**src/rtl/zl_uart_pkg.sv**
```systemverilog
// Framing constants shared by both ends of the zl_uart link.
// Both ends import this package, so they always agree on state encoding and frame size.
package zl_uart_pkg;

    typedef enum logic [1:0] {
        IDLE  = 2'd0,
        START = 2'd1,
        DATA  = 2'd2,
        STOP  = 2'd3
    } uart_state_t;

    localparam int   DATA_BITS = 8;
    localparam logic LINE_IDLE = 1'b1;

endpackage

```
**src/rtl/zl_uart_tx_fifo.sv**
```systemverilog
// Byte FIFO in front of the transmitter: push/pop with occupancy count, full and empty.
// Write port handshake: a byte is taken on a rising edge when push && !full.
// Read port: dout shows the head, which is consumed on an edge with pop && !empty.
module zl_uart_tx_fifo #(
    parameter  int DEPTH = 4,
    parameter  int WIDTH = 8,
    localparam int AW    = $clog2(DEPTH)
) (
    input  logic             clk,
    input  logic             rst,
    input  logic             push,
    input  logic             pop,
    input  logic [WIDTH-1:0] din,
    output logic [WIDTH-1:0] dout,
    output logic [AW:0]      count,
    output logic             full,
    output logic             empty
);

    localparam logic [AW:0] FULL_CNT = (AW+1)'(DEPTH);

    logic [WIDTH-1:0] mem [DEPTH];
    logic [AW-1:0]    wr_ptr;
    logic [AW-1:0]    rd_ptr;
    logic             push_en;
    logic             pop_en;

    assign full    = (count == FULL_CNT);
    assign empty   = (count == '0);
    assign push_en = push && !full;
    assign pop_en  = pop && !empty;
    assign dout    = mem[rd_ptr];

    // Storage needs no reset: entries are only read once count says they were written.
    always_ff @(posedge clk) begin
        if (push_en) begin
            mem[wr_ptr] <= din;
        end
    end

    always_ff @(posedge clk or negedge rst) begin
        if (!rst) begin
            wr_ptr <= '0;
            rd_ptr <= '0;
            count  <= '0;
        end else begin
            if (push_en) wr_ptr <= wr_ptr + AW'(1);
            if (pop_en)  rd_ptr <= rd_ptr + AW'(1);
            case ({push_en, pop_en})
                2'b10:   count <= count + (AW+1)'(1);
                2'b01:   count <= count - (AW+1)'(1);
                default: count <= count;
            endcase
        end
    end

endmodule

```
**src/rtl/zl_uart_tx.sv**
```systemverilog
// 8N1 UART transmitter: FIFO-buffered byte input, frame FSM and a registered serial line.
// Push handshake: a byte is accepted on a rising edge when valid_in && ready_out (ready_out = count < depth).
module zl_uart_tx
    import zl_uart_pkg::*;
#(
    parameter int CLKS_PER_BIT = 16,
    parameter int FIFO_DEPTH   = 4
) (
    input  logic                          clk,
    input  logic                          rst,
    input  logic [7:0]                    data_in,
    input  logic                          valid_in,
    output logic                          ready_out,
    output logic                          tx,
    output logic                          busy,
    output logic [$clog2(FIFO_DEPTH):0]   fifo_count
);

    localparam int            CW       = $clog2(CLKS_PER_BIT);
    localparam int            IW       = $clog2(DATA_BITS);
    localparam logic [CW-1:0] CNT_LAST = CW'(CLKS_PER_BIT - 1);
    localparam logic [IW-1:0] IDX_LAST = IW'(DATA_BITS - 1);

    uart_state_t          state;
    logic [CW-1:0]        bit_cnt;
    logic [IW-1:0]        bit_idx;
    logic [DATA_BITS-1:0] shift;
    logic                 bit_wrap;
    logic                 pop;
    logic                 fifo_full;
    logic                 fifo_empty;
    logic [7:0]           fifo_dout;

    assign bit_wrap  = (bit_cnt == CNT_LAST);
    assign ready_out = !fifo_full;
    assign busy      = (state != IDLE);
    // The head leaves the FIFO only when a frame starts: from IDLE, or at the last STOP cycle.
    assign pop       = !fifo_empty && ((state == IDLE) || ((state == STOP) && bit_wrap));

    zl_uart_tx_fifo #(
        .DEPTH (FIFO_DEPTH),
        .WIDTH (8)
    ) u_fifo (
        .clk   (clk),
        .rst   (rst),
        .push  (valid_in && ready_out),
        .pop   (pop),
        .din   (data_in),
        .dout  (fifo_dout),
        .count (fifo_count),
        .full  (fifo_full),
        .empty (fifo_empty)
    );

    always_ff @(posedge clk or negedge rst) begin
        if (!rst) begin
            state   <= IDLE;
            bit_cnt <= '0;
            bit_idx <= '0;
            shift   <= '0;
            tx      <= LINE_IDLE;
        end else begin
            case (state)
                IDLE: begin
                    tx <= LINE_IDLE;
                    if (pop) begin
                        shift   <= fifo_dout;
                        bit_cnt <= '0;
                        state   <= START;
                        tx      <= 1'b0;
                    end
                end
                START: begin
                    if (bit_wrap) begin
                        bit_cnt <= '0;
                        bit_idx <= '0;
                        state   <= DATA;
                        tx      <= shift[0];
                    end else begin
                        bit_cnt <= bit_cnt + CW'(1);
                    end
                end
                DATA: begin
                    if (bit_wrap) begin
                        bit_cnt <= '0;
                        if (bit_idx == IDX_LAST) begin
                            state <= STOP;
                            tx    <= LINE_IDLE;
                        end else begin
                            bit_idx <= bit_idx + IW'(1);
                            shift   <= shift >> 1;
                            // shift[1] is the bit that lands in shift[0] after this edge.
                            tx      <= shift[1];
                        end
                    end else begin
                        bit_cnt <= bit_cnt + CW'(1);
                    end
                end
                STOP: begin
                    if (bit_wrap) begin
                        bit_cnt <= '0;
                        if (pop) begin
                            shift <= fifo_dout;
                            state <= START;
                            tx    <= 1'b0;
                        end else begin
                            state <= IDLE;
                        end
                    end else begin
                        bit_cnt <= bit_cnt + CW'(1);
                    end
                end
                default: begin
                    state <= IDLE;
                    tx    <= LINE_IDLE;
                end
            endcase
        end
    end

endmodule

```
**config.mk**
```make
export PLATFORM = sky130hd
export DESIGN_NAME = zl_uart_tx
export DESIGN_NICKNAME = d
export VERILOG_FILES = /design/src/rtl/zl_uart_pkg.sv /design/src/rtl/zl_uart_tx_fifo.sv /design/src/rtl/zl_uart_tx.sv
export SDC_FILE = /design/constraint.sdc
export NUM_CORES = 1
export LEC_CHECK = 0
export BUFFER_PORTS_ARGS = -buffer_cell sky130_fd_sc_hd__buf_2
export CAP_MARGIN = 10
export CORE_MARGIN = 4
export CORE_UTILIZATION = 45
export CTS_CLUSTER_DIAMETER = 40
export CTS_CLUSTER_SIZE = 16
export DETAILED_ROUTE_END_ITERATION = 10
export PLACE_DENSITY = 0.72
export SLEW_MARGIN = 30
export SYNTH_ARGS = -nofsm -noshare
export SYNTH_HDL_FRONTEND = slang
export SYNTH_SLANG_ARGS = --single-unit
```
**constraint.sdc**
```tcl
create_clock -name clk -period 6.3 [get_ports clk]
set_input_delay 0.945 -clock clk [delete_from_list [all_inputs] [get_ports clk]]
set_output_delay 0.945 -clock clk [all_outputs]
set_load 0.03 [all_outputs]
```
==> flow_metrics.env <==
export IMPL_drive_gt1_frac=0.2871
export IMPL_grt_pass1_wl_um=7314
export IMPL_power_density_nw_per_um2=515.1
export IMPL_fin_skew_ns=0.006861
export IMPL_worst_setup_path_type="register to register"
export IMPL_synth_area_um2=2649
export IMPL_dpl_worst_slack_ns=3.688
export IMPL_cts_root_buf="clkbuf_8"
export IMPL_ys_seq_elements=57
export IMPL_n_antenna_cell=0
export IMPL_slew_viol_final=0
export IMPL_first_iter_violations=91
export IMPL_pin_count=17
export IMPL_synthAdderAreaFrac=0.07369
export IMPL_io_buffer_count=16
export IMPL_cts_tree="done"
export IMPL_rsz0062_at_grt="no"
export IMPL_ant_nets=0
export IMPL_antenna_found_initial=0
export IMPL_setup_violations=0
export IMPL_ys_flop_type="edfxtp_1"
export IMPL_yosysTopAreaCell="edfxtp_1"
export IMPL_grt_ovfl_total=0
export IMPL_wl_per_cell_um=14.98
export IMPL_tns_ns=0
export IMPL_synth_edf_count=32
export IMPL_fmax_mhz=381.9
export IMPL_synth_xor_area_share=0.01984
export IMPL_synth_nets=208
export IMPL_synth_top_family_by_area="multiplexers"
export IMPL_nNetsFinal=230
export IMPL_area_growth_pct=14.83
export IMPL_yosysSeqAreaShare=0.5994
export IMPL_setup_ws_ns=3.682
export IMPL_synth_common_cells="edfxtp_1, dfrtp_1, mux2_2, ha_1, o21ai_0"
export IMPL_dieArea_um2=7177
export IMPL_critPathSlowestCell="dfrtp_1"
export IMPL_synth_async_sr_flop_share=0.4386
export IMPL_gp_congestion=0.7722
export IMPL_hold_viol=0
export IMPL_netlist_instances=182
export IMPL_clk_pin_slew_ns=0.07
export IMPL_slowest_delay_ns=0.45
export IMPL_clock_sinks=57
export IMPL_netlist_top_cells_area="edfxtp_1, dfrtp_1, mux2_2"
export IMPL_worstHoldPathType="register to register"
export IMPL_post_route_drc_count=0
export IMPL_track_usage=0.1332
export IMPL_die_x_um=84.72
export IMPL_grt_pass1_vias=1465
export IMPL_synth_compound_area_frac=0.07558
export IMPL_hold_buffers=0
export IMPL_routed_wl_um=4208
export IMPL_crit_chain="inv_1 > ha_1 > or3b_1 > a21o_1 > a221oi_4 > mux2_2"
export IMPL_yosys_warnings=0
export IMPL_synth_top_cell_area_share=0.3628
export IMPL_synth_simple_gate_area_share=0.06660
export IMPL_cts_buffers_inserted=9
export IMPL_p_leak_nw=1.231
export IMPL_fp_row_count=27
export IMPL_muxShareOfSynthArea=0.1403
export IMPL_finalPower_w=0.001567
export IMPL_status="completed"
export IMPL_ys_types=35
export IMPL_post_cts_buffers=0
export IMPL_vias=1475
export IMPL_maxCapViolCount=0
export IMPL_fin_crit_sh=0.4156
export IMPL_cts_repair_resized=0
export IMPL_hpwl_um=2927
export IMPL_tightest_slew_ns=0.7005
export IMPL_cp_required_ns=6.51
export IMPL_end_kind="register"
export IMPL_irDropWorstVdd_mv=0.2724
export IMPL_via_per_inst=5.249
export IMPL_synth_most_common_cell="edfxtp_1"
export IMPL_coreArea_um2=5608
export IMPL_worstPathMaxFanout=18
export IMPL_syn_area_per_cell_um2=14.55
export IMPL_start_util=0.4723
export IMPL_cpLargestDelayFamily="compound AO/OA/AOI/OAI gates"
export IMPL_drtPass1Iterations=4
export IMPL_post_route_min_period_ns=2.618
export IMPL_clock_latency_ns=0.33
export IMPL_die_h_um=84.72
export IMPL_cp_start_kind="register"
export IMPL_cts_htree_levels=3
export IMPL_crit_buf_inv=1
export IMPL_cp_arrival_ns=2.83
export IMPL_relSlewSlack=0.5330
export IMPL_cts_buffer_depth=2
export IMPL_grt_start_max_net_pins=26
path summary, 6_finish.rpt:
check | startpoint | endpoint | slack, ns | cells past startpoint
max reg2reg | state[0] | shift[5] | 3.68 | 6
min in group asynchronous | rst | bit_idx[2] | 0.61 | 1
min | shift[3] | shift[3] | 0.50 | 1
max | state[0] | shift[5] | 3.68 | 6
max in group asynchronous | rst | u_fifo.rd_ptr[0] | 5.31 | 1
min reg2reg | shift[3] | shift[3] | 0.50 | 1
power by group:
part / internal (W) / leakage, nW / switching [W]
clock: 0.000265 / 0.121 / 0.000147
sequential: 0.000518 / 0.600 / 0.0000954
combinational: 0.000269 / 0.510 / 0.000273
cell usage in the layout (no fill, tap or decap), types with 3 or more instances in the layout:
cell        n
clkinv_4    3
bufinv_16   3
a21oi_1     3
edfxtp_1   32
nor2_1      4
buf_2      16
dfrtp_1    24
o21ai_0    14
xnor2_1     3
a21o_1      3
mux4_2      8
and3_1      5
xor2_1      3
a22o_1      3
mux2_2     17
clkbuf_8    9
inv_1      10
nand4_1     3
ha_1       14
nand2_1    13
per-layer routing:
| layer | GRT usage | vias to the layer above | part of all wire |
|---|---|---|---|
| met2 | 0.1922 | 32 | 0.47 |
| met5 | 0 | - | 0 |
| li1 | - | 725 | - |
| met4 | 0.08058 | 0 | 0.028 |
| met3 | 0.03925 | 9 | 0.043 |
| met1 | 0.1766 | 709 | 0.46 |
worst reg2reg max path, delay by kind of cell (launching register included):
family | cells | cell delay [ns]
compound gates | 2 | 0.66
mux | 1 | 0.39
fa+ha+maj | 1 | 0.45
simple gates | 1 | 0.44
flops | 1 | 0.45
buf+inv | 1 | 0.11
sequential cells by signal (all words and copies together), names as in the netlist:
name	count
bit_cnt	4
u_fifo.rd_ptr	2
tx	1
u_fifo.mem	32
u_fifo.wr_ptr	2
state	2
shift	8
bit_idx	3
u_fifo.count	3
logic make-up after synthesis:
logic type / count (synthesis)
compound gates: 29
xor+xnor: 6
fa+ha+maj: 15
buf+inv: 15
flops: 57
mux: 25
simple gates: 35
metrics by stage:
stage | cells | hold slack (ns) | area, µm² | util
6_report | 281 | 0.4992 | 3042 | 0.5424
5_1_grt | 281 | 0.5135 | 3042 | 0.5424
4_1_cts | 281 | 0.5062 | 3042 | 0.5424
3_5_place_dp | 265 | 0.4919 | 2798 | 0.4989
3_3_place_gp | 265 | 0.4876 | 2791 | 0.4978
2_1_floorplan | 182 | 0.4750 | 2649 | -
area by class of cell:
class / count / area, µm²
Fill cell: 477 / 2566
Sequential cell: 57 / 1588
Multi-Input combinational cell: 110 / 1002
Clock buffer: 10 / 127.6
Clock inverter: 6 / 116.4
Tap cell: 72 / 90.09
Timing Repair Buffer: 16 / 80.08
Inverter: 10 / 37.54
No activity file was read; power rests on OpenSTA's default activity.
